### src/rtl/bcd_pkg.sv
`default_nettype none
// ============================================================================
// Module      : bcd_pkg
// Description : Shared types, state encoding and helpers for the BCD digit
//               streamer and its double-dabble adjust cell.
// Revision    : 1.0 - initial release
// ============================================================================
package bcd_pkg;

    typedef enum logic [1:0] {
        ST_IDLE = 2'd0,
        ST_CONV = 2'd1,
        ST_SCAN = 2'd2,
        ST_EMIT = 2'd3
    } state_e;

    typedef logic [3:0] bcd_digit_t;

    // Iteration counter width; covers BIN_W up to 256.
    localparam int SHIFT_CNT_W = 8;

    function automatic int max_val(input int ndigits);
        int v;
        v = 1;
        for (int i = 0; i < ndigits; i++) begin
            v = v * 10;
        end
        return v - 1;
    endfunction

endpackage
`default_nettype wire

### src/rtl/dabble_adjust.sv
`default_nettype none
// ============================================================================
// Module      : dabble_adjust
// Description : Double-dabble correction cell: adds 3 to a BCD nibble >= 5.
// Revision    : 1.0 - initial release
// ============================================================================
module dabble_adjust
    import bcd_pkg::*;
(
    input  bcd_digit_t i_nib,
    output bcd_digit_t o_nib
);

    assign o_nib = (i_nib >= 4'd5) ? bcd_digit_t'(i_nib + 4'd3) : i_nib;

endmodule
`default_nettype wire

### src/rtl/bcd_digit_streamer.sv
`default_nettype none
// ============================================================================
// Module      : bcd_digit_streamer
// Description : Binary-to-BCD converter (iterative double dabble) that streams
//               decimal digits MSB first with leading zeros suppressed.
// Revision    : 1.0 - initial release
// ============================================================================
module bcd_digit_streamer
    import bcd_pkg::*;
#(
    parameter int BIN_W   = 14,
    parameter int NDIGITS = 4
) (
    input  logic             clk,
    input  logic             rst_n,
    input  logic             i_in_valid,
    output logic             o_in_ready,
    input  logic [BIN_W-1:0] i_in_bin,
    output logic             o_out_valid,
    input  logic             i_out_ready,
    output logic [3:0]       o_out_bcd,
    output logic             o_out_first,
    output logic             o_out_last,
    output logic             o_out_ovf
);

    localparam int MAX_VAL = max_val(NDIGITS);
    localparam int BCD_W   = 4 * NDIGITS;
    localparam int PTR_W   = (NDIGITS > 1) ? $clog2(NDIGITS) : 1;

    localparam logic [BIN_W-1:0]       c_max_val   = BIN_W'(MAX_VAL);
    localparam logic [SHIFT_CNT_W-1:0] c_last_iter = SHIFT_CNT_W'(BIN_W - 1);

    localparam logic [1:0] c_st_idle = ST_IDLE;
    localparam logic [1:0] c_st_conv = ST_CONV;
    localparam logic [1:0] c_st_scan = ST_SCAN;
    localparam logic [1:0] c_st_emit = ST_EMIT;

    if ((BIN_W < $clog2(MAX_VAL + 1)) || (BIN_W > (1 << SHIFT_CNT_W))) begin : g_width_check
        $error("bcd_digit_streamer: BIN_W incompatible with NDIGITS or counter width");
    end

    logic [1:0]             r_state;
    logic [BIN_W-1:0]       r_bin;
    logic [BCD_W-1:0]       r_bcd;
    logic [SHIFT_CNT_W-1:0] r_cnt;
    logic [PTR_W-1:0]       r_ptr;
    logic                   r_ovf;
    logic                   r_out_valid;
    bcd_digit_t             r_out_bcd;
    logic                   r_out_first;
    logic                   r_out_last;
    logic                   r_out_ovf;

    logic [BCD_W-1:0]       w_bcd_adj;
    logic [BCD_W+BIN_W-1:0] w_shift;
    logic [PTR_W-1:0]       w_top_ptr;
    logic [PTR_W-1:0]       w_next_ptr;
    bcd_digit_t             w_cur_digit;
    bcd_digit_t             w_next_digit;

    for (genvar g = 0; g < NDIGITS; g++) begin : g_adj
        dabble_adjust u_adj (
            .i_nib (r_bcd[4*g +: 4]),
            .o_nib (w_bcd_adj[4*g +: 4])
        );
    end

    assign w_shift = {w_bcd_adj, r_bin} << 1;

    // Ascending scan so the highest nonzero nibble wins; all-zero leaves 0.
    always_comb begin
        w_top_ptr = '0;
        for (int i = 1; i < NDIGITS; i++) begin
            if (r_bcd[4*i +: 4] != 4'd0) begin
                w_top_ptr = PTR_W'(i);
            end
        end
    end

    assign w_next_ptr   = r_ptr - PTR_W'(1);
    assign w_cur_digit  = r_bcd[4*r_ptr +: 4];
    assign w_next_digit = r_bcd[4*w_next_ptr +: 4];

    always_ff @(posedge clk or negedge rst_n) begin
        if (!rst_n) begin
            r_state     <= c_st_idle;
            r_bin       <= '0;
            r_bcd       <= '0;
            r_cnt       <= '0;
            r_ptr       <= '0;
            r_ovf       <= 1'b0;
            r_out_valid <= 1'b0;
            r_out_bcd   <= '0;
            r_out_first <= 1'b0;
            r_out_last  <= 1'b0;
            r_out_ovf   <= 1'b0;
        end else begin
            case (r_state)
                c_st_idle: begin
                    if (i_in_valid) begin
                        r_bin   <= (i_in_bin > c_max_val) ? c_max_val : i_in_bin;
                        r_ovf   <= (i_in_bin > c_max_val);
                        r_bcd   <= '0;
                        r_cnt   <= '0;
                        r_state <= c_st_conv;
                    end
                end
                c_st_conv: begin
                    r_bcd <= w_shift[BCD_W+BIN_W-1:BIN_W];
                    r_bin <= w_shift[BIN_W-1:0];
                    r_cnt <= r_cnt + SHIFT_CNT_W'(1);
                    if (r_cnt == c_last_iter) begin
                        r_state <= c_st_scan;
                    end
                end
                c_st_scan: begin
                    r_ptr   <= w_top_ptr;
                    r_state <= c_st_emit;
                end
                c_st_emit: begin
                    // First EMIT cycle loads the leading digit into the output registers.
                    if (!r_out_valid) begin
                        r_out_valid <= 1'b1;
                        r_out_bcd   <= w_cur_digit;
                        r_out_first <= 1'b1;
                        r_out_last  <= (r_ptr == '0);
                        r_out_ovf   <= r_ovf;
                    end else if (i_out_ready) begin
                        if (r_out_last) begin
                            r_out_valid <= 1'b0;
                            r_out_bcd   <= '0;
                            r_out_first <= 1'b0;
                            r_out_last  <= 1'b0;
                            r_out_ovf   <= 1'b0;
                            r_state     <= c_st_idle;
                        end else begin
                            r_ptr       <= w_next_ptr;
                            r_out_bcd   <= w_next_digit;
                            r_out_first <= 1'b0;
                            r_out_last  <= (w_next_ptr == '0);
                        end
                    end
                end
                default: r_state <= c_st_idle;
            endcase
        end
    end

    assign o_in_ready  = (r_state == c_st_idle);
    assign o_out_valid = r_out_valid;
    assign o_out_bcd   = r_out_bcd;
    assign o_out_first = r_out_first;
    assign o_out_last  = r_out_last;
    assign o_out_ovf   = r_out_ovf;

endmodule
`default_nettype wire
### config.mk
export PLATFORM = sky130hd
export DESIGN_NAME = bcd_digit_streamer
export DESIGN_NICKNAME = d
export VERILOG_FILES = /design/src/rtl/bcd_pkg.sv /design/src/rtl/dabble_adjust.sv /design/src/rtl/bcd_digit_streamer.sv
export SDC_FILE = /design/constraint.sdc
export NUM_CORES = 1
export LEC_CHECK = 0
export ABC_AREA = 0
export BUFFER_PORTS_ARGS = -buffer_cell sky130_fd_sc_hd__buf_2
export CAP_MARGIN = 20
export CORE_UTILIZATION = 65
export CTS_BUF_LIST = sky130_fd_sc_hd__clkbuf_4 sky130_fd_sc_hd__clkbuf_8
export DETAILED_ROUTE_END_ITERATION = 8
export PLACE_DENSITY_LB_ADDON = 0.08
export SYNTH_ARGS = -nofsm -noshare
export SYNTH_HDL_FRONTEND = slang
export SYNTH_SLANG_ARGS = --single-unit
export TNS_END_PERCENT = 100
### constraint.sdc
create_clock -name clk -period 5.3 [get_ports clk]
set_input_delay 0.795 -clock clk [delete_from_list [all_inputs] [get_ports clk]]
set_output_delay 0.795 -clock clk [all_outputs]
set_load 0.005 [all_outputs]
==> run metrics <==
Max Cap Viol=0; maximum vdd drop=roughly 0.28 mV; Routed WL per cell=17.2 µm; final setup fails=0; vias in the first global route=2236; Clock transition at path regs=about 0.09 ns; DP Area=between 0.003 and 0.004 mm²; Resize count post-CTS=0; gpl congestion=0.815; Yosys top cell by area=dfrtp_1; core area=about 0.0044 mm²; clk_lat worst skew=around 0.31 ns; R2R Setup Slk=3.12 ns; ys flop type=dfrtp_1; Final Instance Area=roughly 0.0032 mm²; CTS root buf=clkbuf_8; hold path depth=1; GR Layer Usage met3=0.0436; pin count of the biggest net entering global routing=between 50 and 60; routed vias/inst=6.30; worst-case clock skew=between 0.009 and 0.01 ns; Final min period=~2.3 ns; layer with the highest usage=met2; Final Hold Fails=0; CTS tree=built; initial antenna violation count=0; Post-Syn Nets=about 320; number of DRC markers in iteration 0=~180; Hold-fix buffers, CTS=0; Syn-to-layout area delta=7.27%; Post-synth ARST share=1.00; status=completed; Setup CP Type=flip-flop to primary output; First-pass DRT Iterations=4; HP Start=o_out_first; sequential share of the synthesized area=0.429; synthesized area=0.00298 mm²; Critical Path Fanout Max=9; Power Density=roughly 570 mW/mm²; WP data required=between 4 and 5 ns; Initial Utilization=0.679; Worst Hold Class=flip-flop to flip-flop; Syn Area/Cell=10.4 µm²; worst flop-to-flop path startpoint=r_state[1]; Total Nets Final=roughly 350; total CTS buffers=5; CP Launch Type=flip-flop; EDFF count, synth=0; H-tree levels=2; total grt overflow=0; share of cells above drive strength 1=0.149; top cell type's share of synthesized area=0.429; Crit. End Element=primary output; GRT Total Usage=0.280; RR Endpoint=r_bcd[3]; number of synthesis warnings=0; Placed Cells incl. Taps=roughly 350; Max clock buf depth=2; Tcrit/Tclk final=0.436; DR vias=2267; count leader, synth=dfrtp_1; Leak=1.51 nW; DR DRC count=0; Rows=24; WP data arrival=about 1.5 ns; Post-Syn Instances=around 290; final non-filler cell total=360; Place WS=3.11 ns; Synth area leaders=dfrtp_1, ha_1, a22o_1; synthesized flop and latch total=51; Highest Clock Rate=about 430 MHz; full die area=0.00485 mm²; post-CTS setup buffers=0; M1 GR Usage=0.397; Power, Total=1.82 mW; PortBufs=26; r2r worst-path depth=5; clock sinks=51; die extent in x=approximately 70 µm; Diodes inserted=0; Synth cell types=54; first-pass GRT wire length=between 10000 and 15000 µm; unrepaired setup endpoints after global routing=no; io pins=27; setup TNS=0 ns; Slew headroom=0.532; Antenna Violating Nets Remaining=0; Worst setup startpoint=r_state[0]; Post-Route WL=between 6000 and 7000 µm; Synth top cells by count=dfrtp_1, nand2_1, nor2_1, ha_1; final worst slack=about 3 ns; Chip Height=between 60 and 70 µm; Final Max Slew Viols=0; Tightest Pin Transition=between 0.7 and 0.8 ns; GRT met2 Usage=0.457; Min-Delay Endpoint=o_out_first; hpwl dp=around 4300 µm
logic make-up after synthesis:
kind of cell,count (synthesis),synth area share
compound gates,78,0.185
xor+xnor,9,0.0265
fa+ha+maj,19,0.0799
buf+inv,26,0.0437
flops,51,0.429
mux,19,0.0912
simple gates,83,0.145
state kept, by name (all words and copies together) (netlist names):
register     count
r_bcd           16
r_bin           14
r_ptr            2
o_out_first      1
r_state          2
r_cnt            8
o_out_last       1
o_out_ovf        1
o_out_bcd        4
r_ovf            1
o_out_valid      1
through the flow:
| step | hold WS [ns] | utilization |
|---|---|---|
| 2_1_floorplan | 0.450 | - |
| 3_3_place_gp | 0.458 | 0.708 |
| 3_5_place_dp | 0.478 | 0.708 |
| 4_1_cts | 0.499 | 0.728 |
| 5_1_grt | 0.511 | 0.728 |
| 6_report | 0.499 | 0.728 |
worst max-delay path by stage:
stage,endpoint,slack (ns),cells after the start
detailed placement,r_bcd[15],3.11,5
CTS,o_in_ready,2.97,3
global placement,r_bcd[11],3.22,5
floorplan,o_out_bcd[1],3.56,5
global route,r_bcd[15],2.89,5
finish,o_in_ready,2.99,3
layer usage:
layer,vias up,wire (µm)
li1,1095,-
met1,1118,2830
met2,48,3090
met3,6,234
met4,0,55
met5,-,0
cells in the final DEF, fill, tap and decap left out, drive strengths merged, types with 2 or more instances in the layout:
cell    instances
xor2            3
xnor2           6
nand4b          2
a21o            5
o31ai           5
mux2            6
a21oi          10
a22o           10
a32o            4
inv            15
nor2           21
o22ai          14
dfrtp          51
nor3b           8
buf            27
nand2b          8
mux2i           9
mux4            4
nand3           5
clkbuf          6
and3            2
o21ai          15
nand4           4
nor3            5
nand2          23
ha             19
a221o           3
power by group:
group / switching, mW / internal (mW) / leakage [nW]
sequential: 0.173 / 0.541 / 0.652
clock: 0.125 / 0.103 / 0.0470
combinational: 0.474 / 0.407 / 0.807
total: 0.772 / 1.05 / 1.51
cell type report:
cell class | instances | area, µm²
fill | 332 | 1190
timing repair buffer | 27 | 138
clock buffer | 6 | 82.6
sequential | 51 | 1280
multi-input combinational | 208 | 1570
inverter | 15 | 56.3
tap | 52 | 65.1
clock inverter | 1 | 5.00
worst max-delay path, stage by stage (launching register included):
cell and delay (ns):
dfrtp_1 0.41, inv_1 0.12, ha_1 0.47, buf_2 0.20
(Power assumes the default switching activity.)
